==> config.mk <==
export PLATFORM = sky130hd
export DESIGN_NAME = iomem_arbiter
export DESIGN_NICKNAME = d
export VERILOG_FILES = /design/src/rtl/iomem_arbiter.sv
export SDC_FILE = /design/constraint.sdc
export NUM_CORES = 1
export LEC_CHECK = 0
export CAP_MARGIN = 30
export CELL_PAD_IN_SITES_DETAIL_PLACEMENT = 1
export CELL_PAD_IN_SITES_GLOBAL_PLACEMENT = 2
export CORE_MARGIN = 10
export CORE_UTILIZATION = 10
export CTS_CLUSTER_DIAMETER = 40
export DETAILED_ROUTE_END_ITERATION = 10
export PLACE_DENSITY_LB_ADDON = 0.1
export SLEW_MARGIN = 20
export SYNTH_ARGS = -nofsm -noshare
export SYNTH_HDL_FRONTEND = slang
export SYNTH_SLANG_ARGS = --single-unit
==> constraint.sdc <==
create_clock -name clk -period 2.6 [get_ports clk]
set_clock_uncertainty 0.15 [all_clocks]
set_input_delay 0.39 -clock clk [delete_from_list [all_inputs] [get_ports clk]]
set_output_delay 0.39 -clock clk [all_outputs]
set_load 0.005 [all_outputs]
==> src/rtl/iomem_arbiter.sv <==
// Round-robin two-master arbiter for the MiniSoc iomem slave port, with a
// bus-timeout watchdog that aborts unacknowledged transfers and pulses an irq.
module iomem_arbiter #(
  parameter int ADDR_W  = 32,
  parameter int DATA_W  = 32,
  parameter int TIMEOUT = 255
) (
  input  logic                clk,
  input  logic                resetn,
  input  logic                m0_valid,
  output logic                m0_ready,
  input  logic [DATA_W/8-1:0] m0_wstrb,
  input  logic [ADDR_W-1:0]   m0_addr,
  input  logic [DATA_W-1:0]   m0_wdata,
  output logic [DATA_W-1:0]   m0_rdata,
  input  logic                m1_valid,
  output logic                m1_ready,
  input  logic [DATA_W/8-1:0] m1_wstrb,
  input  logic [ADDR_W-1:0]   m1_addr,
  input  logic [DATA_W-1:0]   m1_wdata,
  output logic [DATA_W-1:0]   m1_rdata,
  output logic                s_valid,
  input  logic                s_ready,
  output logic [DATA_W/8-1:0] s_wstrb,
  output logic [ADDR_W-1:0]   s_addr,
  output logic [DATA_W-1:0]   s_wdata,
  input  logic [DATA_W-1:0]   s_rdata,
  output logic                timeout_irq
);

  localparam int CW = (TIMEOUT < 1) ? 1 : $clog2(TIMEOUT + 1);
  localparam logic [CW-1:0] TO_C = CW'(TIMEOUT);

  typedef enum logic [1:0] {
    IDLE   = 2'd0,
    GRANT0 = 2'd1,
    GRANT1 = 2'd2
  } state_e;

  state_e          state_q, state_d;
  logic            last_q, last_d;
  logic [CW-1:0]   cnt_q, cnt_d;
  logic            gnt1_s;
  logic            cur_valid_s;
  logic            abort_s;
  logic            rdy_s;
  logic [DATA_W-1:0] rd_s;

  // Next-state, watchdog and the combinational request/response mux.
  always_comb begin
    state_d     = state_q;
    last_d      = last_q;
    cnt_d       = cnt_q;
    s_valid     = 1'b0;
    s_wstrb     = '0;
    s_addr      = '0;
    s_wdata     = '0;
    timeout_irq = 1'b0;
    rdy_s       = 1'b0;
    rd_s        = '0;
    gnt1_s      = (state_q == GRANT1);
    cur_valid_s = gnt1_s ? m1_valid : m0_valid;
    abort_s     = (TIMEOUT != 0) && (cnt_q == TO_C);

    case (state_q)
      IDLE: begin
        cnt_d = '0;
        if (m0_valid && m1_valid) begin
          state_d = last_q ? GRANT0 : GRANT1;
        end else if (m0_valid) begin
          state_d = GRANT0;
        end else if (m1_valid) begin
          state_d = GRANT1;
        end else begin
          state_d = IDLE;
        end
      end
      GRANT0, GRANT1: begin
        s_wstrb = gnt1_s ? m1_wstrb : m0_wstrb;
        s_addr  = gnt1_s ? m1_addr  : m0_addr;
        s_wdata = gnt1_s ? m1_wdata : m0_wdata;
        if (abort_s) begin
          // Abort overrides both the slave response and the master's valid.
          rdy_s       = 1'b1;
          rd_s        = {DATA_W{1'b1}};
          timeout_irq = 1'b1;
          last_d      = gnt1_s;
          state_d     = IDLE;
        end else if (!cur_valid_s) begin
          state_d = IDLE;
        end else if (s_ready) begin
          s_valid = 1'b1;
          rdy_s   = 1'b1;
          rd_s    = s_rdata;
          last_d  = gnt1_s;
          state_d = IDLE;
        end else begin
          s_valid = 1'b1;
          cnt_d   = cnt_q + CW'(1);
        end
      end
      default: begin
        state_d = IDLE;
      end
    endcase

    m0_ready = rdy_s && !gnt1_s;
    m0_rdata = gnt1_s ? '0 : rd_s;
    m1_ready = rdy_s && gnt1_s;
    m1_rdata = gnt1_s ? rd_s : '0;
  end

  // State, round-robin pointer and watchdog counter registers.
  always_ff @(posedge clk) begin
    if (!resetn) begin
      state_q <= IDLE;
      last_q  <= 1'b1;
      cnt_q   <= '0;
    end else begin
      state_q <= state_d;
      last_q  <= last_d;
      cnt_q   <= cnt_d;
    end
  end

endmodule

==> Yosys cells after proc, flatten, opt, wreduce, memory -nomap -nowiden <==
Index checks and enable logic that the tools add are counted.
{ "totals": {"ff_bits": 11, "inputBits": 173, "out_inout_bits": 136, "wordCells": 59} }
{ "classes": {"n_addsub": 1, "eq_ne": 7, "muxes": 37, "reduce_logical": 11} }
{ "ops": {"columns": ["cell", "count"], "rows": [
  ["$mux W32", 10],
  ["$mux W8", 3],
  ["$pmux W8 S2", 1],
  ["$mux W2", 7],
  ["$mux W1", 13],
  ["$add A8 B1 Y8 const B", 1],
  ["$eq A8 B8 Y1 const B", 1],
  ["$mux W4", 2],
  ["$ne A2 B2 Y1 const B", 3],
  ["$reduce_bool A2 Y1", 3],
  ["$ne A4 B4 Y1 const B", 1],
  ["$pmux W2 S2", 1],
  ["$reduce_and A4 Y1", 1],
  ["$logic_and A1 B1 Y1", 3],
  ["$reduce_and A3 Y1", 1],
  ["$eq A2 B1 Y1 const B", 1],
  ["$eq A2 B2 Y1 const B", 1],
  ["$logic_not A2 Y1", 1],
  ["$reduce_or A2 Y1", 1],
  ["$logic_not A1 Y1", 1]
]} }

==> Logic depth before layout (Yosys ltp) <==
{ "depth": {"depth_word": 6, "ltp_mapped": 9, "mapped_depth_nobuf": 6} }

==> Worst setup path before layout <==
No wires, ideal clock.
{ "synth_timing": {"path_type": "register -> output", "start": "reg state_q[0]", "end": "out m1_rdata[22]", "arrival_ns": 1.645, "required_time_ns": 2.060, "slack_ns": 0.415, "path_stages_with_launch": 10, "n_path_buf": 3, "cell_sequence": "dfxtp_1 inv_1 ha_1 buf_4 mux2_2 nand3_1 a21bo_1 buf_6 buf_6 nor2_2"} }
{ "synth_between": {"elab_chain_len": 6, "word_cells_on_any_way": 8, "cone_classes": "eq/ne (2); mux (5); reduce/logical (1)"} }
{ "synth_lines": {"columns": ["item", "line_no", "text"], "rows": [
  ["from (decl)", "40", "state_e state_q, state_d;"],
  ["from (signal assigned)", "120", "state_q <= state_d;"],
  ["$eq A2 B2 Y1 (*)", "61", "gnt1_s = (state_q == GRANT1);"],
  ["named net gnt1_s", "43", "logic gnt1_s;"],
  ["$mux W1", "62", "cur_valid_s = gnt1_s ? m1_valid : m0_valid;"],
  ["$mux W32", "89", "end else if (!cur_valid_s) begin"],
  ["$mux W32", "82", "if (abort_s) begin"],
  ["$mux W32", "65", "case (state_q)"],
  ["$mux W32 (*)", "110", "m1_rdata = gnt1_s ? rd_s : '0;"],
  ["to (decl)", "21", "output logic [DATA_W-1:0] m1_rdata,"]
]} }
The timed path passes the listed nets; every way through them passes the cells marked *.

==> Final worst setup path <==
{ "layout_timing": {"start": "in m0_valid", "end": "out m1_rdata[13]"} }
{ "layout_between": {"elab_chain_len": 5} }
{ "layout_lines": {"columns": ["item", "line_no", "text"], "rows": [
  ["from (decl)", "10", "input logic m0_valid,"],
  ["$mux W1", "62", null],
  ["$mux W32", "89", null],
  ["$mux W32", "82", null],
  ["$mux W32", "65", null],
  ["$mux W32", "110", null]
]} }
Every way passes these cells.

==> impl_summary.log <==
INFO  metric worstHoldPathType = reg2reg
INFO  metric num_antenna_cells = 0
INFO  metric finalMaxSlewViolations = 0
INFO  metric setup.worst_path.start = m0_valid
INFO  metric postSynth.asyncResetShare = 0
INFO  metric clock_sinks = 11
INFO  metric ys.flop_type = sky130_fd_sc_hd__dfxtp_1
INFO  metric placement.io_buffers = a little over 300
INFO  metric grt_pass1_vias = between 4000 and 5000
INFO  metric synthesized_area = about 2300 µm²
INFO  metric yosysSeqAreaShare = 0.09529
INFO  metric clk_path_buf_depth = 2
INFO  metric die_w = 172.0 µm
INFO  metric drc_errors = 0
INFO  metric syn_nets = roughly 520
INFO  metric num_io_pins = a little over 300
INFO  metric max_slew_margin = 0.7999
INFO  metric finish.net_count = roughly 850
INFO  metric timing.final.setup_violations = 0
INFO  metric p_leak = about 2.7 nW
INFO  metric critPathCaptureType = primary output
INFO  metric yosys_warnings = 0
INFO  metric ctsHtreeMaxLevel = 1
INFO  metric dpl.hpwl = roughly 14000 µm
INFO  metric via_count = between 3000 and 4000
INFO  metric rows = 55
INFO  metric hold_path_startpoint = state_q[0]$_SDFFE_PN0P_
INFO  metric grt_setup_unrepaired = true
INFO  metric synthToLayoutAreaGrowth = 170.5%
INFO  metric drive_above_1_share = 0.1254
INFO  metric avgRoutedWirePerCell = between 15 and 20 µm
INFO  metric synth.distinct_cells = 32
INFO  metric fin_crit = 2.516 ns
INFO  metric timing.critical_path.fanout_max = 16
INFO  metric initial_utilization = 0.1018
INFO  metric cts_inserted_buffers = 3
INFO  metric finalWirelength = approximately 18000 µm
INFO  metric ys_ff_latch = 11
INFO  metric power.density = between 200 and 250 nW/µm²
INFO  metric postCtsHoldBufs = 0
INFO  metric tritoncts = done
INFO  metric worst_reg2reg_startpoint = cnt_q[1]$_SDFFE_PN0P_
INFO  metric vias_per_cell = a little under 4
INFO  metric worstPathRequired = just over 2 ns
INFO  metric hold_slack = between 0.3 and 0.4 ns
INFO  metric timing.final.hold_violations = 0
INFO  metric critical_path.cell_chain = clkdlybuf4s50_1 > mux2_4 > nand3_2 > a21bo_4 > buf_16 > nor2_1 > dlygate4sd2_1
INFO  metric grt_max_degree = 25
INFO  metric post_synth_inst_count = about 340
INFO  metric max_slew.worst_pin.slew = between 0.2 and 0.3 ns
INFO  metric run_status = complete, no violations
INFO  metric vdd.ir_drop.worst = around 140 µV
INFO  metric core_region_area = 22710 µm²
INFO  metric detailedRoute.firstPassIterationCount = 4
INFO  metric grt_first_pass_wirelength = ~26000 µm
INFO  metric synth_edf_count = 0
INFO  metric insertion_delay = around 0.25 ns
INFO  metric period_utilisation_layout = 0.9675
INFO  metric design_power_total = 1.390 mW
INFO  metric criticalPathCategory = in2out
INFO  metric gp_congestion = slightly above 0.7
INFO  metric synth.avg_cell_area = slightly below 7 µm²
INFO  metric grt_overflow = 0
INFO  metric critical_path.startpoint_type = primary input
INFO  metric chipHeight = roughly 170 µm
INFO  metric antenna_violating_nets_post_route = 0
INFO  metric die_area = 29590 µm²
INFO  metric arrival = 1.98 ns
INFO  metric max_freq = 0.3975 GHz
INFO  metric clock_tree.root_cell = sky130_fd_sc_hd__clkbuf_16
INFO  metric grt_use_total = 0.1147
INFO  metric slowest_stage = sky130_fd_sc_hd__clkdlybuf4s50_1
INFO  metric clk_pin_slew = approximately 0.040 ns
INFO  metric antenna_found_initial = 0
INFO  metric critical_path.max_stage_delay = between 0.4 and 0.5 ns
INFO  metric maxCapViolCount = 0
INFO  metric drt_iter0_drc = 99
-- registers in the layout, summed over array words and instances (netlist names) --
name	cells
last_q	1
cnt_q	8
state_q	2
-- synth_stat cells, types with 2 or more instances --
library cell	n	share of area
sky130_fd_sc_hd__buf_2	11	0.024
sky130_fd_sc_hd__nor3_1	2	0.0043
sky130_fd_sc_hd__and4_1	3	0.011
sky130_fd_sc_hd__nand2b_1	4	0.011
sky130_fd_sc_hd__dfxtp_1	11	0.095
sky130_fd_sc_hd__nand3_1	9	0.019
sky130_fd_sc_hd__a21oi_1	5	0.011
sky130_fd_sc_hd__clkbuf_1	10	0.016
sky130_fd_sc_hd__mux2i_1	69	0.30
sky130_fd_sc_hd__a31oi_1	2	0.0054
sky130_fd_sc_hd__inv_1	8	0.013
sky130_fd_sc_hd__nand2_1	7	0.011
sky130_fd_sc_hd__nor2b_1	69	0.19
sky130_fd_sc_hd__ha_1	3	0.016
sky130_fd_sc_hd__o21ai_0	5	0.011
sky130_fd_sc_hd__nand4_1	5	0.014
sky130_fd_sc_hd__buf_6	4	0.019
sky130_fd_sc_hd__nor2_1	92	0.15
sky130_fd_sc_hd__a311oi_1	3	0.011
sky130_fd_sc_hd__nor2_2	9	0.024
-- critical path, delay by kind of cell --
kind	cells	cell delay, ns
simple gates	2	0.21
compound gates	1	0.28
buf+inv	3	0.91
mux	1	0.18
-- stage by stage --
step           worst slack (ns)  area (µm²)    util  instances  setup TNS (ns)
2_1_floorplan            0.4154        2311       -        343               0
3_3_place_gp            -0.2046        5918  0.2606        941          -10.86
3_5_place_dp            -0.2690        5918  0.2606        941          -13.76
4_1_cts               -0.007598        6175  0.2719        955        -0.01443
5_1_grt                -0.01112        6252  0.2753        955        -0.02630
6_report                0.08445        6252  0.2753        955               0
-- logic make-up after synthesis --
group	share of synthesized area
buffers and inverters	0.07580
AOI/OAI and AO/OA	0.07201
and+or+nand+nor	0.4369
adders and majority gates	0.01624
DFF	0.09529
muxes	0.3037
-- power by group --
part / internal, mW / switching (mW) / leakage [nW] / total (mW)
clock network: 0.207 / 0.0901 / 0.0382 / 0.297
logic: 0.587 / 0.329 / 2.60 / 0.916
registers: 0.173 / 0.00334 / 0.0903 / 0.177
-- final cells by class --
type,count,area [µm²]
well taps,285,356.6
clock buffers,4,78.83
repair buffers,349,3565
flip-flops and latches,11,224.0
multi-input cells,298,1996
inverters,8,32.53
fillers,2716,16460
-- per-layer routing --
metal	GRT usage	wire length [µm]
met1	0.1192	6805
met2	0.1988	8620
met3	0.06817	2631
met4	0.01574	102
met5	0	0
-- placed cells by master, fill, tap and decap left out, types with 7 or more instances in the layout --
cell type | Yosys | layout
sky130_fd_sc_hd__inv_1 | 8 | 7
sky130_fd_sc_hd__dlygate4sd2_1 | 0 | 59
sky130_fd_sc_hd__dlymetal6s2s_1 | 0 | 12
sky130_fd_sc_hd__nor2_2 | 9 | 11
sky130_fd_sc_hd__nand2_1 | 7 | 7
sky130_fd_sc_hd__mux2i_1 | 69 | 67
sky130_fd_sc_hd__clkdlybuf4s50_1 | 0 | 208
sky130_fd_sc_hd__buf_12 | 0 | 7
sky130_fd_sc_hd__nor2b_1 | 69 | 65
sky130_fd_sc_hd__clkdlybuf4s15_1 | 0 | 21
sky130_fd_sc_hd__buf_4 | 1 | 24
sky130_fd_sc_hd__nand3_1 | 9 | 7
sky130_fd_sc_hd__dfxtp_1 | 11 | 8
sky130_fd_sc_hd__nor2_1 | 92 | 90
-- final timing paths --
path / endpoint / slack, ns / depth (start not counted)
worst max-delay path: m1_rdata[13] / 0.08 / 7
worst min-delay path: state_q[0]$_SDFFE_PN0P_ / 0.33 / 2
worst max register to register: cnt_q[2]$_SDFFE_PN0P_ / 0.55 / 7
worst min register to register: state_q[0]$_SDFFE_PN0P_ / 0.33 / 2
-- timing repair --
item | CTS | global route
setup buffers | 3 | 0
cloned | 7 | 1
endpoints found under the setup margin | 126 | 65
pin swaps | 3 | 2
resized for setup | 120 | 59
(Power assumes the default switching activity.)
